### config.mk
export PLATFORM = sky130hd
export DESIGN_NAME = stash_reader
export DESIGN_NICKNAME = d
export VERILOG_FILES = /design/src/rtl/stash_reader.sv
export SDC_FILE = /design/constraint.sdc
export NUM_CORES = 1
export LEC_CHECK = 0
export BUFFER_PORTS_ARGS = -buffer_cell sky130_fd_sc_hd__buf_2
export CAP_MARGIN = 20
export CORE_UTILIZATION = 35
export DETAILED_ROUTE_END_ITERATION = 6
export PLACE_DENSITY = 0.67
export SYNTH_ARGS = -nofsm -noshare
export SYNTH_HDL_FRONTEND = slang
export SYNTH_SLANG_ARGS = --single-unit
### constraint.sdc
create_clock -name clk -period 2.95 [get_ports clk]
set_input_delay 0.59 -clock clk [delete_from_list [all_inputs] [get_ports clk]]
set_output_delay 0.59 -clock clk [all_outputs]
set_load 0.01 [all_outputs]
### src/rtl/stash_reader.sv
// stash_reader: on start, walks the Stash circular buffer newest-first through its
// next_sample/sample_out browse port and streams each entry on a valid/ready port.
// The scan issues DEPTH advance pulses, so the Stash pointer ends where it began.
// Optional build macro STASH_READER_STATS_EN adds out_sum/out_max scan statistics.
module stash_reader #(
   parameter int unsigned DEPTH  = 5,
   parameter int unsigned WIDTH  = 8,
   parameter int unsigned SETTLE = 1
) (
   input  logic                                         clk,
   input  logic                                         reset,
   input  logic                                         start,
   input  logic [WIDTH-1:0]                             stash_sample,
   output logic                                         stash_next,
   output logic [WIDTH-1:0]                             out_data,
   output logic                                         out_valid,
   input  logic                                         out_ready,
   output logic [((DEPTH > 1) ? $clog2(DEPTH) : 1)-1:0] out_idx,
   output logic                                         busy,
   output logic                                         done
`ifdef STASH_READER_STATS_EN
   ,
   output logic [WIDTH+$clog2(DEPTH+1)-1:0]             out_sum,
   output logic [WIDTH-1:0]                             out_max
`endif
);

   localparam int unsigned IDX_W = (DEPTH > 1) ? $clog2(DEPTH) : 1;
   localparam int unsigned CNT_W = (SETTLE > 1) ? $clog2(SETTLE) : 1;

   typedef enum logic [2:0] {
      S_IDLE    = 3'd0,
      S_PRESENT = 3'd1,
      S_STEP    = 3'd2,
      S_WAIT    = 3'd3,
      S_FIN     = 3'd4
   } state_e;

   state_e            state_q, state_d;
   logic [WIDTH-1:0]  data_q, data_d;
   logic              valid_q, valid_d;
   logic [IDX_W-1:0]  idx_q, idx_d;
   logic              busy_q, busy_d;
   logic              done_q, done_d;
   logic              next_q, next_d;
   logic [CNT_W-1:0]  settle_q, settle_d;
   logic              settle_last;
   logic              idx_last;
   logic              capture;

   assign settle_last = (settle_q == CNT_W'(SETTLE - 1));
   assign idx_last    = (idx_q == IDX_W'(DEPTH - 1));
   // A sample is taken on every edge that enters PRESENT (start accept or settle end)
   assign capture     = (state_d == S_PRESENT) && (state_q != S_PRESENT);

   // State and registered-output flops
   always_ff @(posedge clk or negedge reset) begin
      if (!reset) begin
         state_q  <= S_IDLE;
         data_q   <= '0;
         valid_q  <= 1'b0;
         idx_q    <= '0;
         busy_q   <= 1'b0;
         done_q   <= 1'b0;
         next_q   <= 1'b0;
         settle_q <= '0;
      end else begin
         state_q  <= state_d;
         data_q   <= data_d;
         valid_q  <= valid_d;
         idx_q    <= idx_d;
         busy_q   <= busy_d;
         done_q   <= done_d;
         next_q   <= next_d;
         settle_q <= settle_d;
      end
   end

   // Next-state: start is only looked at in IDLE, so it is ignored while busy
   always_comb begin
      state_d = state_q;
      unique case (state_q)
         S_IDLE:    if (start) state_d = S_PRESENT;
         S_PRESENT: if (out_ready) state_d = S_STEP;
         S_STEP:    state_d = S_WAIT;
         S_WAIT:    if (settle_last) state_d = idx_last ? S_FIN : S_PRESENT;
         S_FIN:     state_d = S_IDLE;
         default:   state_d = S_IDLE;
      endcase
   end

   // Output/datapath: pulses are decoded from the next state so they land registered
   always_comb begin
      data_d   = data_q;
      valid_d  = valid_q;
      idx_d    = idx_q;
      busy_d   = busy_q;
      settle_d = settle_q;
      next_d   = (state_d == S_STEP);
      done_d   = (state_d == S_FIN);
      unique case (state_q)
         S_IDLE: begin
            if (start) begin
               idx_d  = '0;
               busy_d = 1'b1;
            end
         end
         S_PRESENT: if (out_ready) valid_d = 1'b0;
         S_STEP:    settle_d = '0;
         S_WAIT: begin
            settle_d = settle_q + CNT_W'(1);
            if (capture) idx_d = idx_q + IDX_W'(1);
         end
         S_FIN: begin
            busy_d = 1'b0;
            idx_d  = '0;
         end
         default: ;
      endcase
      if (capture) begin
         data_d  = stash_sample;
         valid_d = 1'b1;
      end
   end

   assign stash_next = next_q;
   assign out_data   = data_q;
   assign out_valid  = valid_q;
   assign out_idx    = idx_q;
   assign busy       = busy_q;
   assign done       = done_q;

`ifdef STASH_READER_STATS_EN
   localparam int unsigned SUM_W = WIDTH + $clog2(DEPTH + 1);

   logic [SUM_W-1:0] sum_q, sum_d;
   logic [WIDTH-1:0] max_q, max_d;

   // Running sum/max: restart on the start-accept capture, accumulate on later captures
   always_comb begin
      sum_d = sum_q;
      max_d = max_q;
      if (capture) begin
         if (state_q == S_IDLE) begin
            sum_d = SUM_W'(stash_sample);
            max_d = stash_sample;
         end else begin
            sum_d = sum_q + SUM_W'(stash_sample);
            if (stash_sample > max_q) max_d = stash_sample;
         end
      end
   end

   // Statistics flops
   always_ff @(posedge clk or negedge reset) begin
      if (!reset) begin
         sum_q <= '0;
         max_q <= '0;
      end else begin
         sum_q <= sum_d;
         max_q <= max_d;
      end
   end

   assign out_sum = sum_q;
   assign out_max = max_q;
`endif

endmodule

Word-level counts from Yosys, hierarchy flattened:

Index checks and enable logic that the tools add are counted.

* add/subtract/negate cells: 2
* $mul: 0
* div/mod/pow operators: 0
* order comparisons: 0
* equal/unequal tests: 11
* shift-type cells: 0
* mux-type cells: 14
* bitwise logic cells: 0
* reductions and logical operators: 10

Operators with widths (number)
* $mux W3: 6
* $pmux W3 S4: 1
* $eq A3 B2 Y1 const B: 3
* $eq A3 B3 Y1 const B: 3
* $pmux W3 S3: 1
* $reduce_bool A2 Y1: 4
* $eq A3 B1 Y1 const B: 2
* $mux W1: 4
* $ne A2 B2 Y1 const B: 2
* $pmux W1 S2: 2
* $reduce_and A2 Y1: 2
* $add A3 B1 Y3 const B: 1
* $logic_not A3 Y1: 1
* $ne A3 B1 Y1 const B: 1
* $reduce_and A3 Y1: 1
* $reduce_bool A3 Y1: 1
* $add A1 B1 Y1 const B: 1
* $logic_and A1 B1 Y1: 1

* flip-flop bits (word level): 19
* bits in latches: 0
* RAM bits: 0
* memory bits (read-only): 0
* bits of input ports: 12
* output and inout bits: 15
* logic and storage cells: 45
* memories: 0

Logic depth before layout (Yosys ltp):

Gate-level depths: netlist (run 1).

* word-level depth: 8
* mapped depth: 6
* depth with buffers taken out: 6

Least setup slack after synthesis (run 1):

Ideal clock, no wire load.

* path kind: flip-flop to flip-flop
* from: register idx_q[0] (netlist: out_idx[0])
* to: register data_q[0] (netlist: out_data[0])
* library setup time: 125 ps
* arrival: 1457 ps
* required time: 2825 ps
* slack: 1367 ps
* stages on the path, launching flop included: 7
* path buffers: 0
* clock period less this slack: 1583 ps
* path through: dfrtp_1 -> inv_1 -> ha_1 -> nand4b_1 -> a21oi_4 -> nor2_8 -> mux2_4

* longest elaborated chain between the ends: 6

Ends and longest elaborated chain
* from (decl): line 42 `logic [IDX_W-1:0] idx_q, idx_d;`
* from (signal assigned): line 71 `idx_q <= idx_d;`
* $eq A3 B3 Y1: line 52 `assign idx_last = (idx_q == IDX_W'(DEPTH - 1));`
* $mux W3 (2 in series): line 86 `S_WAIT: if (settle_last) state_d = idx_last ? S_FIN : S_PRESENT;`
* $pmux W3 S4: line 82 `unique case (state_q)`
* $eq A3 B1 Y1: line 54 `assign capture = (state_d == S_PRESENT) && (state_q != S_PRESENT);`
* $logic_and A1 B1 Y1: line 54
* to (signal assigned): line 69 `data_q <= data_d;`
* to (decl): line 40 `logic [WIDTH-1:0] data_q, data_d;`

No other way between the ends.
A chain may end at the register's enable or synchronous reset.

Worst setup path after layout (run 1):

* from: register idx_q[0] (netlist: out_idx[0])
* to: register data_q[7] (netlist: out_data[7])

Same word-level chain as after synthesis.

==> flow_summary.json, run 1 <==
{
  "crit_start": "out_idx[0]",
  "fin_crit_ps": 1690,
  "clkLatencyLatePin_ps": 310,
  "r2r_slack_ps": 1260,
  "outcome": "complete, no violations",
  "cp-end-kind": "flop",
  "use_met1_pct": 17.04,
  "grtUsageMet2_pct": 20.94,
  "cts_buffers": 3,
  "antenna_found_initial": 0,
  "worst_pin_slew_ps": 406.5,
  "synth.avg_cell_area_sq_um": 14.03,
  "drtIter0Drc": 8,
  "yosys.cell_types.count": 23,
  "fmax_mhz": 591.6,
  "wire_per_inst_um": 13.25,
  "ys_seq_area_share_pct": 54.68,
  "viasPerCell": 4.742,
  "routed_wl_um": 1590,
  "track_usage_pct": 14.18,
  "postRouteAntennaNets": 0,
  "rows": 17,
  "synth_area_sq_um": 869.6,
  "rsz0062_at_grt": "no",
  "cts_resized": 0,
  "clkSinkCount": 19,
  "cts_tree": "built",
  "gr-total-overflow": 0,
  "hold_viol": 0,
  "postCtsHoldBufs": 0,
  "cp.required_ps": 3150,
  "top_usage_layer": "met2",
  "met3_usage_pct": 3.509,
  "rr_endpoint": "out_data[7]",
  "setup-violations-final": 0,
  "start_util_pct": 38.21,
  "fin_tns_setup_ps": 0,
  "maxCapViolations": 0,
  "postSynthCellCount": 62,
  "reg2regPathDepth": 6,
  "synth.yosys.warnings": 0,
  "ioPinCount": 27,
  "p_leak_nw": 0.5490,
  "syn_to_final_growth_pct": 22.16,
  "worstPathMaxFanout": 9,
  "layout.nets": 107,
  "portBuffers": 26,
  "power_density_mw_per_mm2": 1138,
  "synth_nets": 76,
  "fill_cells": 212,
  "drtPass1Iterations": 4,
  "die_area_sq_mm": 0.002688,
  "grt_max_degree": 20,
  "final_cell_mix": "buf_2 (26), dfrtp_1 (19), mux2_4 (8)",
  "yosys_register_bits": 19,
  "crit_type": "reg2reg",
  "clk_pin_slew_worst_paths_ps": 110,
  "max_slew_margin_pct": 72.90,
  "vias": 569,
  "hpwl_um": 1189,
  "root_buffer": "clkbuf_4",
  "hold_class": "in2async",
  "fp.dieW_um": 51.85,
  "core_area_sq_mm": 0.002276,
  "cts_max_level": 1,
  "drive_gt1_share_pct": 48.91,
  "skew_ps": 3.501,
  "dieHeight_um": 51.85,
  "drc": 0,
  "antenna_cells": 0,
  "r2r-start": "out_idx[0]",
  "slew_violations": 0,
  "fin_ws_ps": 1260,
  "cp_data_arrival_time_ps": 1890,
  "gp_congestion": 0.7677,
  "ir_drop_v": 0.0004083,
  "cts_buffer_depth": 2,
  "place_ws_ps": 1223,
  "cp-start-kind": "flop",
  "fin_crit_sh_pct": 57.30,
  "grt_pass1_wl_um": 2546,
  "critical_path.endpoint": "out_data[7]",
  "fin_hold_ws_ps": 192.0,
  "grt_pass1_vias": 542,
  "final_common_cell": "buf_2",
  "post-cts-setup-buffer-count": 0
}
[cell type report]
type	count	area, sq um	area share (%)
Clock buffer	3	22.52	2.120
Clock inverter	1	5.005	0.4711
Inverter	5	18.77	1.767
Multi-Input combinational cell	38	375.4	35.34
Sequential cell	19	475.5	44.76
Tap cell	28	35.03	3.298
Timing Repair Buffer	26	130.1	12.25
[sequential cells by signal, indices dropped and copies added (netlist names)]
register / flops
stash_next: 1
busy: 1
state_q: 3
out_valid: 1
settle_q: 1
done: 1
out_data: 8
out_idx: 3
[Yosys cell counts]
library cell | number | area (sq um)
nand4b_1 | 1 | 8.760
dfrtp_1 | 19 | 475.5
a21oi_4 | 1 | 16.27
o21ai_4 | 1 | 16.27
a21o_1 | 2 | 15.01
mux2i_1 | 1 | 10.01
and2b_2 | 1 | 8.760
nand2_1 | 5 | 18.77
nor4b_4 | 1 | 23.77
ha_1 | 2 | 25.02
or4b_1 | 1 | 10.01
and2b_4 | 1 | 10.01
nor2_1 | 4 | 15.01
o41ai_1 | 1 | 8.760
mux2_4 | 8 | 120.1
nand4bb_1 | 1 | 11.26
a31o_2 | 1 | 8.760
a31oi_1 | 2 | 12.51
nand3_1 | 1 | 5.000
nor2_8 | 1 | 20.02
o21ai_0 | 1 | 5.000
inv_1 | 5 | 18.77
nand2b_1 | 1 | 6.260
[how the worst min path moves through the flow]
stage                     depth (start not counted)  start          end
after floorplan                                   0  reset         busy
after global placement                            1   busy         busy
after detailed placement                          1   busy         busy
after CTS                                         1  reset         busy
after global routing                              1  reset  out_data[4]
final                                             1  reset         busy
[metrics by stage]
step	instance area (sq um)	power [mW]	cells	utilization [%]
2_1_floorplan	869.6	0.9136	62	-
3_3_place_gp	1035	1.063	116	45.46
3_5_place_dp	1035	1.086	116	45.46
4_1_cts	1062	1.225	120	46.67
5_1_grt	1062	1.300	120	46.67
6_report	1062	1.209	120	46.67
[cell families after synthesis]
kind of cell               after synthesis  synth area share [%]
AOI/OAI and AO/OA                        9                 9.496
adders and majority gates                2                 2.877
buffers and inverters                    5                 2.159
DFF                                     19                 54.68
muxes                                    9                 14.96
and+or+nand+nor                         18                 15.83
[worst max-delay path: stages, from the launching register on]
cell      delay (ps)
dfrtp_1          420
inv_1             60
ha_1             220
nand4b_1         200
a21oi_4          110
nor2_8           240
mux2_4           330
[power by group]
| part | switching [mW] | total (mW) | internal [mW] |
|---|---|---|---|
| combinational | 0.287 | 0.610 | 0.322 |
| clock | 0.0834 | 0.134 | 0.0507 |
| sequential | 0.0901 | 0.465 | 0.375 |
[routing by layer]
| layer | part of all wire [%] | vias to the layer above |
|---|---|---|
| met1 | 43 | 275 |
| met2 | 50 | 11 |
| met3 | 2.7 | 5 |
| li1 | - | 278 |
| met5 | 0 | - |
| met4 | 3.7 | 0 |
Power figures use the tool's default switching activity.
==> inputs of run 2 (changes only) <==
--- a/config.mk
+++ b/config.mk
@@ -5,11 +5,12 @@
 export SDC_FILE = /design/constraint.sdc
 export NUM_CORES = 1
 export LEC_CHECK = 0
+export ABC_AREA = 1
 export BUFFER_PORTS_ARGS = -buffer_cell sky130_fd_sc_hd__buf_2
 export CAP_MARGIN = 20
 export CORE_UTILIZATION = 35
 export DETAILED_ROUTE_END_ITERATION = 6
-export PLACE_DENSITY = 0.67
+export PLACE_DENSITY = 0.69
 export SYNTH_ARGS = -nofsm -noshare
 export SYNTH_HDL_FRONTEND = slang
 export SYNTH_SLANG_ARGS = --single-unit
==> constraint.sdc (replaced) <==
create_clock -name clk -period 1.4 [get_ports clk]
set_input_delay 0.28 -clock clk [delete_from_list [all_inputs] [get_ports clk]]
set_output_delay 0.28 -clock clk [all_outputs]
set_load 0.01 [all_outputs]
==> run 2 against run 1 <==
  * Non-clock buffer count is 8 higher
  * Clock power is 110% higher
  * Utilization is 3.0 points higher
  * Routed wire length is 12% higher
  * Largest cell class unchanged
  * Highest routed layer is now met3
==> flow_summary.json, run 2 <==
{
  "maxCapViolations": 0,
  "cp.required_ps": 1600,
  "fin_hold_ws_ps": 200.2,
  "synth.yosys.warnings": 0,
  "cts_buffer_depth": 2,
  "crit_type": "reg2reg",
  "p_leak_nw": 0.6787,
  "synthTopCellsByCount": "dfrtp_1 (19), inv_1 (18), nand2_1 (17)",
  "slew_violations": 0,
  "synth_nets": 112,
  "ys_seq_area_share_pct": 50.20,
  "grt_pass1_vias": 713,
  "drc": 0,
  "worst_pin_slew_ps": 414.8,
  "portBuffers": 26,
  "final_cell_mix": "buf_2 (26), dfrtp_1 (18), inv_1 (17)",
  "synth.area.top_cells": "dfrtp_1 (50%), o21ai_2 (7.4%), inv_1 (7.1%)",
  "fin_crit_sh_pct": 98.49,
  "cp-end-kind": "flop",
  "antenna_cells": 0,
  "clkSinkCount": 19,
  "clkLatencyLatePin_ps": 290,
  "rows": 18,
  "layout.nets": 151,
  "routed_wl_um": 1773,
  "postRouteAntennaNets": 0,
  "yosys.cell_types.count": 19,
  "vias": 751,
  "yosys_register_bits": 19,
  "synth_ff_type": "dfrtp_1",
  "hold_viol": 0,
  "wire_per_inst_um": 10.68,
  "synth-edff-count": 0,
  "grt_pass1_wl_um": 2911,
  "crit_slowest_cell": "dfrtp_1",
  "synthArstFlopShare_pct": 100.0,
  "fin_util_pct": 49.65,
  "final_common_cell": "buf_2",
  "drtIter0Drc": 5,
  "largest_register_ffs": 8,
  "cp-start-kind": "flop",
  "ir_drop_v": 0.001270,
  "fp.dieW_um": 54.02,
  "dieHeight_um": 54.02,
  "fin_ws_ps": 21.09,
  "start_util_pct": 37.55,
  "root_buffer": "clkbuf_4",
  "postSynthCellCount": 98,
  "antenna_found_initial": 0,
  "power_density_mw_per_mm2": 2180,
  "ioPinCount": 27,
  "worstPathMaxFanout": 4,
  "viasPerCell": 4.524,
  "skew_ps": 2.311,
  "cts_buffers": 3,
  "gr-total-overflow": 0,
  "cp.buffers_inverters": 2,
  "fmax_mhz": 725.2,
  "setup-violations-final": 0,
  "yosysMostFrequentCell": "dfrtp_1",
  "clk_pin_slew_worst_paths_ps": 110,
  "synth_top_area_cell": "dfrtp_1",
  "grt_max_degree": 20,
  "track_usage_pct": 13.97,
  "critical_path.top_delay_family": "simple AND/OR/NAND/NOR gates",
  "outcome": "complete, no violations",
  "core_area_sq_mm": 0.002522,
  "drtPass1Iterations": 4,
  "place_ws_ps": -35.58,
  "dpl_cell_area_sq_mm": 0.001132,
  "cts_tree": "built",
  "max_slew_margin_pct": 72.35,
  "syn_to_final_growth_pct": 32.23,
  "worstPathCellList": "inv_1, ha_2, inv_2, nor2_2, nand2_2, nand2_2, nand3_4, nand3_4, nand2_4, nand2_1, nand2_1",
  "rsz0062_at_grt": "yes",
  "fin_area_sq_mm": 0.001252,
  "synth.avg_cell_area_sq_um": 9.665,
  "cp_data_arrival_time_ps": 1580,
  "p_total_mw": 2.730,
  "gp_congestion": 0.8776,
  "synth_area_sq_um": 947.2,
  "synth_top_area_share_pct": 50.20,
  "hpwl_um": 1297,
  "max_stage_delay_ps": 390,
  "fin_crit_ps": 1379,
  "die_area_sq_mm": 0.002918,
  "drive_gt1_share_pct": 52.94,
  "hold_class": "in2reg",
  "cts_max_level": 1
}
## run 2: routing by layer
layer	track usage, %	share of wire, %	up-vias
met5	0	0	-
met4	0	0	0
met3	5.085	6.2	0
met2	25.93	54	24
met1	16.17	39	348
li1	-	-	379
## run 2: worst min-delay path, delay by kind of cell
family	cells	cell delay [ps]
compound gates	1	40
buf+inv	2	140
## run 2: kinds of logic (layout without fill, tap and decap cells)
kind of cell / after synthesis / after routing / synth area share (%)
and+or+nand+nor: 41 / 42 / 25.10
buffers and inverters: 23 / 60 / 10.83
DFF: 19 / 19 / 50.20
AOI/OAI and AO/OA: 12 / 12 / 10.30
adders and majority gates: 2 / 2 / 2.642
xor gates and xnor gates: 1 / 1 / 0.9249
## run 2: layout make-up
class	instances	area, sq um
fillers	258	1270
flip-flops and latches	19	476.7
multi-input cells	57	431.7
repair buffers	34	196.4
inverters	22	82.58
well taps	30	37.54
clock buffers	3	22.52
clock inverters	1	5.005
## run 2: final timing paths
kind,start,to,slack (ps),depth (start not counted)
worst max-delay path,out_idx[0],out_idx[1],20,11
worst max register to register,out_idx[0],out_idx[1],20,11
min in group asynchronous,reset,settle_q,440,2
max in group asynchronous,reset,state_q[0],650,2
worst min register to register,busy,busy,480,2
worst min-delay path,stash_sample[7],out_data[7],200,3
## run 2: through the flow
| step | setup TNS (ps) | instances |
|---|---|---|
| 2_1_floorplan | -17.90 | 98 |
| 3_3_place_gp | 0 | 158 |
| 3_5_place_dp | -176.9 | 158 |
| 4_1_cts | -158.9 | 164 |
| 5_1_grt | -652.0 | 166 |
| 6_report | 0 | 166 |
## run 2: repair_timing
| item | CTS | global route |
|---|---|---|
| endpoints found under the hold margin | 19 | 0 |
| endpoints found under the setup margin | 8 | 12 |
| buffers inserted | 0 | 2 |
| cloned | 1 | 0 |
| pin swaps | 0 | 1 |
| resized for setup | 0 | 14 |
| hold buffers | 1 | 0 |
## run 2: power by group
group	switching [mW]	internal (mW)
Combinational	0.900	0.622
Sequential	0.157	0.776
Clock	0.169	0.106
==> inputs of run 3 (changes only) <==
--- a/config.mk
+++ b/config.mk
@@ -8,9 +8,11 @@
 export ABC_AREA = 1
 export BUFFER_PORTS_ARGS = -buffer_cell sky130_fd_sc_hd__buf_2
 export CAP_MARGIN = 20
-export CORE_UTILIZATION = 35
+export CELL_PAD_IN_SITES_DETAIL_PLACEMENT = 0
+export CELL_PAD_IN_SITES_GLOBAL_PLACEMENT = 2
+export CORE_UTILIZATION = 27
 export DETAILED_ROUTE_END_ITERATION = 6
-export PLACE_DENSITY = 0.69
+export PLACE_DENSITY = 0.82
 export SYNTH_ARGS = -nofsm -noshare
 export SYNTH_HDL_FRONTEND = slang
 export SYNTH_SLANG_ARGS = --single-unit
==> run 3 against run 2 <==
  * The flow now finishes with violations (setup timing)
  * Non-clock buffer count is 3 higher
  * Final area is 3.7% higher
  * Global-route usage is 2.4 points lower
  * Maximum frequency is 2.9% lower
  * Die area is 28% higher
  * Combinational power is 5% higher
  * Utilization is 11 points lower
  * Routed wire length is 9.9% higher
  * Final cell count is 11% higher
  * Largest cell class unchanged
  * Largest power group unchanged
==> flow_summary.json, run 3 (synthesized netlist as in run 2, its figures left out) <==
{
  "outcome": "complete, but fails checks",
  "violations": "setup timing",
  "final_cell_mix": "buf_2 (25), dfrtp_1 (19), inv_1 (15)",
  "portBuffers": 26,
  "fin_util_pct": 38.92,
  "critical_path.top_delay_family": "simple AND/OR/NAND/NOR gates",
  "crit_start": "out_idx[1]",
  "root_buffer": "clkbuf_4",
  "maxCapViolations": 0,
  "layout.nets": 154,
  "r2r_slack_ps": -20,
  "final_common_cell": "buf_2",
  "rsz0062_at_grt": "yes",
  "rows": 21,
  "gr-total-overflow": 0,
  "grt_max_degree": 20,
  "postRouteAntennaNets": 0,
  "max_slew_margin_pct": 71.03,
  "fin_crit_sh_pct": 101.5,
  "worstPathCellList": "inv_2, ha_4, inv_2, nor2_2, nand2_2, nand2_2, nand3_4, nand3_4, nand2_4, nand2_2, nand2_1",
  "wire_per_inst_um": 10.54,
  "crit_slowest_cell": "dfrtp_1",
  "drtIter0Drc": 11,
  "skew_ps": 2.733,
  "power_density_mw_per_mm2": 2160,
  "crit_type": "reg2reg",
  "die_area_sq_mm": 0.003749,
  "routed_wl_um": 1949,
  "gp_congestion": 0.7684,
  "rr_endpoint": "out_idx[2]",
  "clkSinkCount": 19,
  "r2r-start": "out_idx[1]",
  "fp.dieW_um": 61.23,
  "hold_viol": 0,
  "drc": 0,
  "cp-start-kind": "flop",
  "cp.buffers_inverters": 2,
  "setup-violations-final": 3,
  "dpl_cell_area_sq_mm": 0.001175,
  "min-delay-start": "stash_sample[2]",
  "drive_gt1_share_pct": 54.68,
  "hold_class": "in2reg",
  "holdPathStages": 3,
  "ioPinCount": 27,
  "slew_violations": 0,
  "cts_buffer_depth": 2,
  "largest_register_ffs": 8,
  "fill_cells": 363,
  "dieHeight_um": 61.23,
  "clkLatencyLatePin_ps": 290,
  "max_stage_delay_ps": 410,
  "syn_to_final_growth_pct": 37.12,
  "fin_area_sq_mm": 0.001299,
  "fmax_mhz": 704.0,
  "cp-end-kind": "flop",
  "grt_pass1_vias": 724,
  "cts_tree": "built",
  "hpwl_um": 1301,
  "track_usage_pct": 11.60,
  "reg2regPathDepth": 11,
  "cp.depth": 11,
  "fin_ws_ps": -20.46,
  "start_util_pct": 28.38,
  "drtPass1Iterations": 4,
  "antenna_found_initial": 0,
  "grt_pass1_wl_um": 3160,
  "cp_data_arrival_time_ps": 1620,
  "ir_drop_v": 0.0008462,
  "p_leak_nw": 0.6976,
  "cp.required_ps": 1600,
  "vias": 731,
  "cts_max_level": 1,
  "antenna_cells": 0,
  "core_area_sq_mm": 0.003337,
  "fin_crit_ps": 1420,
  "holdPathEnd": "out_data[2]",
  "worst_pin_slew_ps": 434.5,
  "worstPathMaxFanout": 4,
  "viasPerCell": 3.951,
  "cpMostUsedCell": "nand2_2",
  "clk_pin_slew_worst_paths_ps": 110,
  "cts_buffers": 3
}
-- run 3: per-layer routing --
metal  GRT usage (%)  up-vias  share of wire, %
met5               0        -                 0
met1           15.00      327                47
met2           19.72       19                50
met4          0.9740        0                 0
li1                -      385                 -
met3           3.782        0               3.5
-- run 3: area by class of cell --
class	count	area, sq um	area share [%]
sequential	19	475.5	36.61
timing repair buffer	37	229.0	17.63
tap	46	57.56	4.432
clock inverter	1	5.005	0.3854
inverter	22	82.58	6.358
clock buffer	3	22.52	1.734
multi-input combinational	57	426.7	32.85
-- run 3: per-stage QoR --
stage	hold WS (ps)	power [mW]	setup slack (ps)	std cells	TNS, ps
after CTS	196.2	2.642	-49.80	183	-452.6
after detailed placement	254.1	2.283	-45.84	177	-269.3
after floorplan	-15.59	1.929	-17.90	98	-17.90
after global routing	191.8	3.088	-135.4	185	-1214
final	210.1	2.806	-20.46	185	-54.56
after global placement	241.1	2.255	4.921	177	0
-- run 3: worst max-delay path by stage --
stage                              to  slack [ps]
final                      out_idx[2]         -20
after floorplan           out_data[7]         -20
after global routing       out_idx[2]        -140
after global placement    out_data[0]           5
after CTS                 out_data[7]         -50
after detailed placement  out_data[5]         -50
-- run 3: power by group --
group	internal (mW)	switching (mW)
registers	0.774	0.151
logic	0.674	0.930
clock network	0.106	0.171
-- run 3: worst register-to-register path: stages, from the launching register on --
cell and delay, ps:
dfrtp_1 410, inv_2 80, ha_4 130, inv_2 30, nor2_2 110, nand2_2 70
nand2_2 80, nand3_4 130, nand3_4 130, nand2_4 70, nand2_2 50, nand2_1 50
-- run 3: repair_timing --
item	4_1_cts	5_1_grt
pin swaps	1	7
buffers inserted	0	2
gates resized for setup	0	16
gates cloned	1	0
endpoints found under the hold margin	19	0
setup endpoints to repair	12	12
hold buffers	1	0
